$ cat config.mk
export PLATFORM = sky130hd
export DESIGN_NAME = alu_sequencer_flat
export DESIGN_NICKNAME = d
export VERILOG_FILES = /design/src/rtl/alu_sequencer_if.sv /design/src/rtl/alu_sequencer.sv /design/src/flat_wrapper.sv
export SDC_FILE = /design/constraint.sdc
export NUM_CORES = 1
export LEC_CHECK = 0
export ABC_AREA = 0
export CAP_MARGIN = 15
export CORE_MARGIN = 1
export CORE_UTILIZATION = 56
export DETAILED_ROUTE_END_ITERATION = 6
export MAX_ROUTING_LAYER = met4
export PLACE_DENSITY = 0.84
export SLEW_MARGIN = 25
export SYNTH_ARGS = -nofsm -noshare
export SYNTH_HDL_FRONTEND = slang
export SYNTH_SLANG_ARGS = --single-unit
$ cat constraint.sdc
create_clock -name clk -period 5.45 [get_ports clk]
set_clock_uncertainty 0.05 [all_clocks]
set_input_delay 1.09 -clock clk [delete_from_list [all_inputs] [get_ports clk]]
set_output_delay 1.09 -clock clk [all_outputs]
set_load 0.005 [all_outputs]
$ cat src/rtl/alu_sequencer_if.sv
// Bus bundle between alu_sequencer and its program memory / combinational ALU.
// master = sequencer side, slave = memory + ALU side.
interface alu_sequencer_if #(
  parameter int PC_WIDTH = 8
);
  logic [PC_WIDTH-1:0] instr_addr;
  logic                instr_req;
  logic [15:0]         instr_data;
  logic                instr_valid;
  logic [3:0]          alu_opcode;
  logic [7:0]          alu_a;
  logic [7:0]          alu_b;
  logic [7:0]          alu_load_number;
  logic [7:0]          alu_out;
  logic [3:0]          alu_flag;

  modport master (
    output instr_addr, instr_req, alu_opcode, alu_a, alu_b, alu_load_number,
    input  instr_data, instr_valid, alu_out, alu_flag
  );

  modport slave (
    input  instr_addr, instr_req, alu_opcode, alu_a, alu_b, alu_load_number,
    output instr_data, instr_valid, alu_out, alu_flag
  );
endinterface

$ cat src/rtl/alu_sequencer.sv
// Fetch/decode/execute/writeback sequencer driving a combinational ALU from 16-bit program words.
// Optional branch opcodes (JZ/JC/JMP) are enabled by defining SEQ_BRANCH_EN.
module alu_sequencer #(
  parameter int          PC_WIDTH      = 8,
  parameter int          FETCH_TIMEOUT = 16,
  parameter logic [3:0]  IDLE_OPCODE   = 4'b1111
) (
  input  logic                  clk,
  input  logic                  rst,
  input  logic                  start,
  alu_sequencer_if.master       bus,
  output logic                  busy,
  output logic                  halted,
  output logic                  fetch_err,
  output logic [3:0]            flags,
  input  logic [1:0]            dbg_sel,
  output logic [7:0]            dbg_data
);

  typedef enum logic [2:0] {
    S_IDLE, S_FETCH, S_DECODE, S_EXECUTE, S_WRITEBACK, S_HALT
  } state_e;

  typedef struct packed {
    logic [3:0] op;
    logic [1:0] rd;
    logic [1:0] rs;
    logic [7:0] imm;
  } instr_t;

  localparam logic [3:0] OP_LOAD = 4'hE;
  localparam logic [3:0] OP_HALT = 4'hF;
`ifdef SEQ_BRANCH_EN
  localparam logic [3:0] OP_JZ      = 4'h8;
  localparam logic [3:0] OP_JC      = 4'h9;
  localparam logic [3:0] OP_JMP     = 4'hA;
  localparam logic [3:0] FLAG_ZERO  = 4'b0010;
  localparam logic [3:0] FLAG_CARRY = 4'b1000;
`endif

  localparam int                  TMO_W    = $clog2(FETCH_TIMEOUT + 1);
  localparam logic [TMO_W-1:0]    TMO_LAST = TMO_W'(FETCH_TIMEOUT - 1);
  localparam logic [TMO_W-1:0]    TMO_ONE  = TMO_W'(1);
  localparam logic [PC_WIDTH-1:0] PC_ONE   = PC_WIDTH'(1);

  state_e              state_q, state_d;
  logic [PC_WIDTH-1:0] pc_q, pc_d;
  logic [3:0]          op_q, op_d;
  logic [1:0]          rd_q, rd_d;
  logic [7:0]          imm_q, imm_d;
  logic [7:0]          a_q, a_d;
  logic [7:0]          b_q, b_d;
  logic [3:0][7:0]     regs_q, regs_d;
  logic [3:0]          flags_q, flags_d;
  logic [7:0]          res_q, res_d;
  logic [3:0]          res_flag_q, res_flag_d;
  logic [TMO_W-1:0]    tmo_q, tmo_d;
  logic                fetch_err_q, fetch_err_d;

  instr_t              fetched;
  logic [PC_WIDTH-1:0] pc_inc;

  assign fetched = instr_t'(bus.instr_data);
  assign pc_inc  = pc_q + PC_ONE;

`ifdef SEQ_BRANCH_EN
  logic [PC_WIDTH-1:0] target;
  assign target = PC_WIDTH'(imm_q);
`endif

  always_comb begin
    // NOTE: every *_d gets a default before the case so no path leaves it unassigned (no latches).
    state_d     = state_q;
    pc_d        = pc_q;
    op_d        = op_q;
    rd_d        = rd_q;
    imm_d       = imm_q;
    a_d         = a_q;
    b_d         = b_q;
    regs_d      = regs_q;
    flags_d     = flags_q;
    res_d       = res_q;
    res_flag_d  = res_flag_q;
    tmo_d       = '0;
    fetch_err_d = fetch_err_q;

    unique case (state_q)
      S_IDLE: if (start) state_d = S_FETCH;

      S_FETCH: begin
        if (bus.instr_valid) begin
          // Operands are snapshotted here so they are already stable during DECODE.
          op_d    = fetched.op;
          rd_d    = fetched.rd;
          imm_d   = fetched.imm;
          a_d     = regs_q[fetched.rd];
          b_d     = regs_q[fetched.rs];
          state_d = S_DECODE;
        end else if (tmo_q == TMO_LAST) begin
          fetch_err_d = 1'b1;
          state_d     = S_HALT;
        end else begin
          tmo_d = tmo_q + TMO_ONE;
        end
      end

      S_DECODE: begin
        state_d = S_FETCH;
        pc_d    = pc_inc;
        case (op_q)
          OP_HALT: begin
            state_d = S_HALT;
            pc_d    = pc_q;
          end
          4'h0, 4'h1, 4'h2, 4'h3, 4'h4, 4'h5, 4'h6, OP_LOAD: begin
            state_d = S_EXECUTE;
            pc_d    = pc_q;
          end
`ifdef SEQ_BRANCH_EN
          OP_JZ:  if (flags_q == FLAG_ZERO)  pc_d = target;
          OP_JC:  if (flags_q == FLAG_CARRY) pc_d = target;
          OP_JMP: pc_d = target;
`endif
          default: ;
        endcase
      end

      S_EXECUTE: begin
        res_d      = bus.alu_out;
        res_flag_d = bus.alu_flag;
        state_d    = S_WRITEBACK;
      end

      S_WRITEBACK: begin
        regs_d[rd_q] = res_q;
        if (op_q != OP_LOAD) flags_d = res_flag_q;
        pc_d    = pc_inc;
        state_d = S_FETCH;
      end

      S_HALT: begin
        if (start) begin
          pc_d    = '0;
          state_d = S_FETCH;
        end
      end

      default: state_d = S_IDLE;
    endcase
  end

  // NOTE: the 4-entry register file is reset like any other flop so R0-R3 read 0 after reset.
  always_ff @(posedge clk or posedge rst) begin
    if (rst) begin
      state_q     <= S_IDLE;
      pc_q        <= '0;
      op_q        <= '0;
      rd_q        <= '0;
      imm_q       <= '0;
      a_q         <= '0;
      b_q         <= '0;
      regs_q      <= '0;
      flags_q     <= '0;
      res_q       <= '0;
      res_flag_q  <= '0;
      tmo_q       <= '0;
      fetch_err_q <= 1'b0;
    end else begin
      // NOTE: non-blocking assignments so every flop samples the pre-edge value of the others.
      state_q     <= state_d;
      pc_q        <= pc_d;
      op_q        <= op_d;
      rd_q        <= rd_d;
      imm_q       <= imm_d;
      a_q         <= a_d;
      b_q         <= b_d;
      regs_q      <= regs_d;
      flags_q     <= flags_d;
      res_q       <= res_d;
      res_flag_q  <= res_flag_d;
      tmo_q       <= tmo_d;
      fetch_err_q <= fetch_err_d;
    end
  end

  // The ALU only re-evaluates on an opcode change, so the opcode is idle outside EXECUTE.
  assign bus.alu_opcode      = (state_q == S_EXECUTE) ? op_q : IDLE_OPCODE;
  assign bus.alu_a           = a_q;
  assign bus.alu_b           = b_q;
  assign bus.alu_load_number = imm_q;
  assign bus.instr_addr      = pc_q;
  assign bus.instr_req       = (state_q == S_FETCH);

  assign busy      = (state_q != S_IDLE) && (state_q != S_HALT);
  assign halted    = (state_q == S_HALT);
  assign fetch_err = fetch_err_q;
  assign flags     = flags_q;
  assign dbg_data  = regs_q[dbg_sel];

endmodule

$ cat src/flat_wrapper.sv
// flat-port wrapper written by rule: the top's interface ports become plain ports
module alu_sequencer_flat 
#(
  parameter int          PC_WIDTH      = 8,
  parameter int          FETCH_TIMEOUT = 16,
  parameter logic [3:0]  IDLE_OPCODE   = 4'b1111
)
  (clk, rst, start, busy, halted, fetch_err, flags, dbg_sel, dbg_data, bus_instr_addr, bus_instr_req, bus_alu_opcode, bus_alu_a, bus_alu_b, bus_alu_load_number, bus_instr_data, bus_instr_valid, bus_alu_out, bus_alu_flag);
  alu_sequencer_if #(.PC_WIDTH(PC_WIDTH)) bus_i ();
  input  logic clk;
  input  logic rst;
  input  logic start;
  output logic busy;
  output logic halted;
  output logic fetch_err;
  output logic [3:0] flags;
  input  logic [1:0] dbg_sel;
  output logic [7:0] dbg_data;
  output wire logic [$bits(bus_i.instr_addr)-1:0] bus_instr_addr;
  output wire logic [$bits(bus_i.instr_req)-1:0] bus_instr_req;
  output wire logic [$bits(bus_i.alu_opcode)-1:0] bus_alu_opcode;
  output wire logic [$bits(bus_i.alu_a)-1:0] bus_alu_a;
  output wire logic [$bits(bus_i.alu_b)-1:0] bus_alu_b;
  output wire logic [$bits(bus_i.alu_load_number)-1:0] bus_alu_load_number;
  input wire logic [$bits(bus_i.instr_data)-1:0] bus_instr_data;
  input wire logic [$bits(bus_i.instr_valid)-1:0] bus_instr_valid;
  input wire logic [$bits(bus_i.alu_out)-1:0] bus_alu_out;
  input wire logic [$bits(bus_i.alu_flag)-1:0] bus_alu_flag;
  assign bus_instr_addr = bus_i.instr_addr;
  assign bus_instr_req = bus_i.instr_req;
  assign bus_alu_opcode = bus_i.alu_opcode;
  assign bus_alu_a = bus_i.alu_a;
  assign bus_alu_b = bus_i.alu_b;
  assign bus_alu_load_number = bus_i.alu_load_number;
  assign bus_i.instr_data = bus_instr_data;
  assign bus_i.instr_valid = bus_instr_valid;
  assign bus_i.alu_out = bus_alu_out;
  assign bus_i.alu_flag = bus_alu_flag;
  alu_sequencer #(.PC_WIDTH(PC_WIDTH), .FETCH_TIMEOUT(FETCH_TIMEOUT), .IDLE_OPCODE(IDLE_OPCODE)) u_core (.clk(clk), .rst(rst), .start(start), .bus(bus_i), .busy(busy), .halted(halted), .fetch_err(fetch_err), .flags(flags), .dbg_sel(dbg_sel), .dbg_data(dbg_data));
endmodule
# Yosys cells after proc, flatten, opt, wreduce, memory -nomap -nowiden
# Cells that the tools add are included.
dict set report classes {
  addsub 2
  mux 21
  mul 0
  magnitude_cmp 5
  n_shift 0
  n_reduce_logical 14
  bitwise 1
  div_mod_pow 0
  eq_ne 20
}
# op n
set ops {}
lappend ops {{binary-select mux 8 bit (select 2 bit)} 3}
lappend ops {{2-to-1 mux 8 bit} 6}
lappend ops {{bitwise mux 32 bit} 1}
lappend ops {{one-hot mux 8 bit (3 select lines)} 1}
lappend ops {{demux 8 bit (select 2 bit)} 1}
lappend ops {{2-to-1 mux 5 bit} 3}
lappend ops {{one-hot mux 3 bit (5 select lines)} 1}
lappend ops {{== test 4 x 3 -> 1 bit (second input constant)} 3}
lappend ops {{less-than comparator 2 x 3 -> 1 bit (second input constant)} 4}
lappend ops {{2-to-1 mux 3 bit} 3}
lappend ops {{OR reduction 9 bit} 1}
lappend ops {{adder 8 x 1 -> 8 bit (second input constant)} 1}
lappend ops {{== test 4 x 2 -> 1 bit (second input constant)} 2}
lappend ops {{== test 4 bit (second input constant)} 2}
lappend ops {{OR reduction 8 bit} 1}
lappend ops {{== test 3 x 2 -> 1 bit (second input constant)} 2}
lappend ops {{== test 3 bit (second input constant)} 2}
lappend ops {{one-hot mux 3 bit (2 select lines)} 1}
lappend ops {{AND reduction 2 bit} 3}
lappend ops {{AND reduction 3 bit} 2}
lappend ops {{nonzero test 3 bit} 2}
lappend ops {{adder 5 x 1 -> 5 bit (second input constant)} 1}
lappend ops {{== test 5 x 4 -> 1 bit (second input constant)} 1}
lappend ops {{== test 4 x 1 -> 1 bit (second input constant)} 1}
lappend ops {{13 further kinds} 15}
dict set report word_totals {
  mem_bits_rw 0
  rom_bits 0
  word_cells 79
  input_bits 34
  memories 0
  output_inout_bits 52
  latchBits 0
  reg_bits 95
}

# Depth between registers and ports, before layout
dict set report logic_depth {
  depth_word 5
  ltp_mapped 6
  ltp_nobuf 5
}

# Worst setup path before layout
# Ideal clock, no wire load.
dict set report synth_timing {
  path_kind {input port to output port}
  startpoint {input port dbg_sel[1]}
  endpoint {output port dbg_data[0]}
  slack_ns 2.279
  arrival_time_ns 2.031
  n_path_buf 1
  cell_stages 2
  required_time_ns 4.310
  cell_sequence {clkbuf_1 -> mux4_2}
}
dict set report synth_between {
  elab_chain_cells 2
}
# item line_no
set synth_lines {}
lappend synth_lines {{from (decl)} flat_wrapper.sv:17} ;# input logic [1:0] dbg_sel;
lappend synth_lines {{binary-select mux 8 bit (select 2 bit)} alu_sequencer.sv:198} ;# assign dbg_data = regs_q[dbg_sel];
lappend synth_lines {{2-to-1 mux 8 bit (not written as such)} alu_sequencer.sv:198}
lappend synth_lines {{to (decl)} flat_wrapper.sv:18} ;# output logic [7:0] dbg_data;
# Every way passes these cells. The select of a mux whose other input is x is not followed.

# Worst setup path after layout
dict set report layout_timing {
  startpoint {input port dbg_sel[1]}
  endpoint {output port dbg_data[4]}
}
# Same word-level chain as after synthesis.

==> flow_results.org <==
** Outcome
- Outcome :: completed

** Die
- Standard-cell row count :: 32
- Height of the die :: 91.5 µm
- From left edge to right edge, the die measures about 92 µm.
- The floorplan step defined a die boundary enclosing about 8400 µm².
- Pin placement for this block handled 86 I/O pins.
- The floorplan step defined a core boundary enclosing ~7700 µm².
- For this configuration, the core starts out at a cell density of 0.581.

** Critical path
- Data on the critical path is required at its endpoint by ~4.3 ns.
- CP max-delay cell :: sky130_fd_sc_hd__clkdlybuf4s50_1
- On the worst path, the slowest cell contributes a delay of 0.91 ns.
- Type of origin of the critical path :: input pin
- The critical path crosses 3 cells after its start point.
- Internal reg-to-reg setup slack :: around 2.9 ns
- Critical path endpoint category :: output pin
- CP delay by family, top :: buffers and inverters
- Endpoint of the lowest-slack register-to-register path :: u_core.bus.alu_load_number[6]
- Worst Path Buf+Inv :: 2
- In this run the critical register-to-register path is launched from u_core.state_q[0].
- Ordered list of cells on the worst path :: clkdlybuf4s50_1, mux4_2, clkdlybuf4s50_1
- At the worst endpoint, the arrival time is around 3 ns.
- Counting stages on the worst path, the most repeated cell is sky130_fd_sc_hd__clkdlybuf4s50_1.
- Critical Path Fanout Max :: 8
- Number of cells on the worst reg-to-reg path :: 4
- The worst setup path is of the in2out kind.

** Pwr
- Standby leakage power :: ~0.0023 µW
- Highest ir drop seen on vdd :: around 0.28 mV
- Power per cell area :: between 500 and 600 nW/µm²
- Of the total power, combinational logic draws 0.393.
- Summed over all nets, the switching power comes to slightly above 900 µW.
- Of the total power, the share spent switching nets is 0.306.
- The share of total power dissipated in sequential elements is 0.438.
- Internal power summed over all cells :: roughly 2100 µW
- Clk pwr share :: 0.168

** CTS
- Clock-pin slew was measured on the worst setup and hold paths at roughly 0.08 ns.
- Worst-skew pair later-pin latency :: 0.36 ns
- Number of buffers on the longest clock path :: 2
- H-Tree Depth :: 3
- Number of clock sinks seen by CTS :: 95
- Hold-fix buffers, CTS :: 0
- After clock tree synthesis, the repair step resized 0 gates.
- Buffers inserted during clock tree synthesis total 9.
- Root buffer cell :: sky130_fd_sc_hd__clkbuf_8
- Post-CTS Repair Setup Buffers :: 0
- CTS tree :: yes

** Place
- In this run the tool buffered the top-level ports with 85 buffer cells.
- DP Cell Count :: ~480
- Final weighted congestion in routability-driven placement :: 0.769
- Post-detailed-placement half-perimeter wirelength :: approximately 6200 µm

** Synthesis
- Counting flops with a built-in enable in the synthesized netlist gives 0.
- Of the post-synthesis cell area, the dominant cell type holds 0.530.
- Count of state elements after synthesis :: 95
- Number of standard cells after synthesis :: around 300
- Yosys mapped the design onto between 40 and 50 distinct sky130hd cell types.
- The Yosys step of the flow raised 0 warnings.
- Cell with the most instances after synthesis :: sky130_fd_sc_hd__dfrtp_1
- A synthesized cell averages about 15 µm².
- Of the synthesized area, sequential elements account for 0.530.
- After synthesis, the share of flip-flops with an asynchronous set or reset is 1.00.
- When the netlist entered floorplanning its net count stood at 340.
- The biggest area contributor in the post-synthesis netlist is sky130_fd_sc_hd__dfrtp_1.
- Ranked by instance count, the synthesized netlist is headed by 95 x sky130_fd_sc_hd__dfrtp_1, 74 x sky130_fd_sc_hd__mux2_2, 24 x sky130_fd_sc_hd__mux4_2, 9 x sky130_fd_sc_hd__clkbuf_1, 9 x sky130_fd_sc_hd__nand2_1.
- Cell area after synthesis :: between 4000 and 5000 µm²
- Sorting the synthesized cells by area gives the leading types as sky130_fd_sc_hd__dfrtp_1 53%, sky130_fd_sc_hd__mux2_2 19%, sky130_fd_sc_hd__mux4_2 12%, sky130_fd_sc_hd__mux2_1 1.0%, sky130_fd_sc_hd__nor4_2 0.84%.
- Among all flip-flop cells after synthesis, the most frequent one is sky130_fd_sc_hd__dfrtp_1.

** Routing
- For this block, the routed nets add up to slightly above 9000 µm of wire.
- Wire length per cell :: 18.6 µm
- Iteration count of the initial detailed-routing pass :: 4
- Number of DRC markers after the initial detailed-route iteration :: between 100 and 150
- Remaining antenna violation count after routing :: 0
- After detailed routing, the number of remaining DRC violations is 0.
- Vias post-DR :: approximately 2.9k
- Via-per-instance ratio :: between 5 and 6

** Cells and area
- Layout filler cell count :: between 500 and 600
- 0 antenna diodes ended up in the layout.
- Share of final-layout standard cells stronger than drive strength 1 :: 0.337
- Compared with the post-synthesis result, the final layout area differs by 25.3%.
- Post-route non-filler standard cell count :: ~500
- Final net count :: 420

** Job
- Max-cap violations in this run came to 0.

** STA
- Setup repair after global routing left no endpoint under its margin.
- For the pin with the worst max-slew slack, the measured transition is 0.840 ns.
- The smallest clock period supported by the final layout is computed as 4.19 ns.
- Total negative slack :: 0 ns
- F_max :: around 0.24 GHz
- Slew Viols, Final :: 0
- Worst slew margin relative to its limit :: 0.439
- Number of hold-slack violations in the final timing report :: 0
- Setup-violating endpoint count in the final report :: 0
- Of the available clock period, the critical path in the final layout requires 0.769.

** GRT
- First-pass GRT wire length :: about 15,000 µm
- The via count of the first global-routing pass was 2,972.
- Grt peak-use layer :: met2
- For this run the aggregate overflow at the end of global routing stands at 0.
- For this run, the total global-route usage over all layers was measured as 0.246.
- For this run, global-route usage on met3 was measured as 0.0611.
- Entering global routing, the biggest net connects 63 pins.
- Met1 GRT Util :: 0.329
- Initial antenna violation count :: 0
- Met2 Use GR :: 0.376

** Min path
- Worst hold path startpoint :: u_core.tmo_q[0]
- Hold Path End :: u_core.tmo_q[0]
- Number of cells traversed by the worst hold path :: 1
- Path class of the lowest-slack min-delay path :: reg2reg
==> sequential cells by signal, indices dropped and copies added (netlist names) <==
name,cells
u_core.fetch_err,1
u_core.op_q,4
u_core.bus.alu_b,8
u_core.bus.instr_addr,8
u_core.flags,4
u_core.state_q,3
u_core.bus.alu_a,8
u_core.res_flag_q,4
u_core.rd_q,2
u_core.regs_q,32
u_core.tmo_q,5
u_core.res_q,8
u_core.bus.alu_load_number,8
==> worst reg2reg max path: cells and delay by family, from the launching register on <==
kind                   cells  cell delay, ns
buffers and inverters      1            0.41
flip-flops                 1            0.54
multiplexers               1            0.38
AND/OR/NAND/NOR            2            1.02
==> power by group through the flow <==
stage / Combinational [µW] / Clock (µW) / Sequential, µW
floorplan: 757 / 0 / 1240
global placement: 1160 / 0 / 1310
detailed placement: 1190 / 0 / 1340
CTS: 1200 / 517 / 1320
global route: 1280 / 549 / 1380
finish: 1190 / 510 / 1330
==> layout make-up <==
cell class                      count  area (µm²)  share of cell area
Clock inverter                      5        81.3              0.0145
Sequential cell                    95        2380               0.423
Clock buffer                       11         141              0.0252
Multi-Input combinational cell    186        2000               0.357
Tap cell                          102         128              0.0227
Inverter                            5        23.8             0.00423
Timing Repair Buffer               87         866               0.154
==> worst max-delay path by stage <==
stage	from	end	slack, ns
floorplan	rst	u_core.bus.alu_a[0]	1.83
global placement	dbg_sel[1]	dbg_data[1]	1.29
detailed placement	dbg_sel[1]	dbg_data[1]	1.26
CTS	dbg_sel[1]	dbg_data[1]	1.26
global route	dbg_sel[1]	dbg_data[4]	1.21
finish	dbg_sel[1]	dbg_data[4]	1.26
==> per-stage QoR <==
stage	setup WS, ns	util	total power, µW	area (µm²)	hold WS (ns)
finish	1.26	0.727	3030	5620	0.416
global route	1.21	0.727	3210	5620	0.456
CTS	1.26	0.727	3040	5620	0.421
detailed placement	1.26	0.699	2530	5400	0.406
global placement	1.29	0.698	2470	5400	0.393
floorplan	1.83	-	2000	4490	0.383
==> cells in the final DEF (no fill, tap or decap), types with 5 or more instances in the layout <==
cell	count
sky130_fd_sc_hd__clkbuf_8	10
sky130_fd_sc_hd__dfrtp_1	95
sky130_fd_sc_hd__nand2_1	9
sky130_fd_sc_hd__nand2b_1	5
sky130_fd_sc_hd__mux2_2	74
sky130_fd_sc_hd__nand3_1	6
sky130_fd_sc_hd__mux4_2	24
sky130_fd_sc_hd__clkdlybuf4s50_1	85
sky130_fd_sc_hd__a21oi_1	5
sky130_fd_sc_hd__or2_2	6
==> kinds of logic after synthesis <==
family | synth area share
flops | 0.530
mux | 0.323
buf+inv | 0.0237
simple gates | 0.0820
compound gates | 0.0323
fa+ha+maj | 0.00557
xor+xnor | 0.00390
==> per-layer routing <==
| layer | wire length [µm] | vias to the layer above | part of all wire |
|---|---|---|---|
| li1 | - | 1301 | - |
| met1 | 4080 | 1467 | 0.45 |
| met2 | 4380 | 90 | 0.48 |
| met3 | 533 | 13 | 0.058 |
| met4 | 138 | 0 | 0.015 |
| met5 | 0 | - | 0 |
No activity file was read; power rests on OpenSTA's default activity.
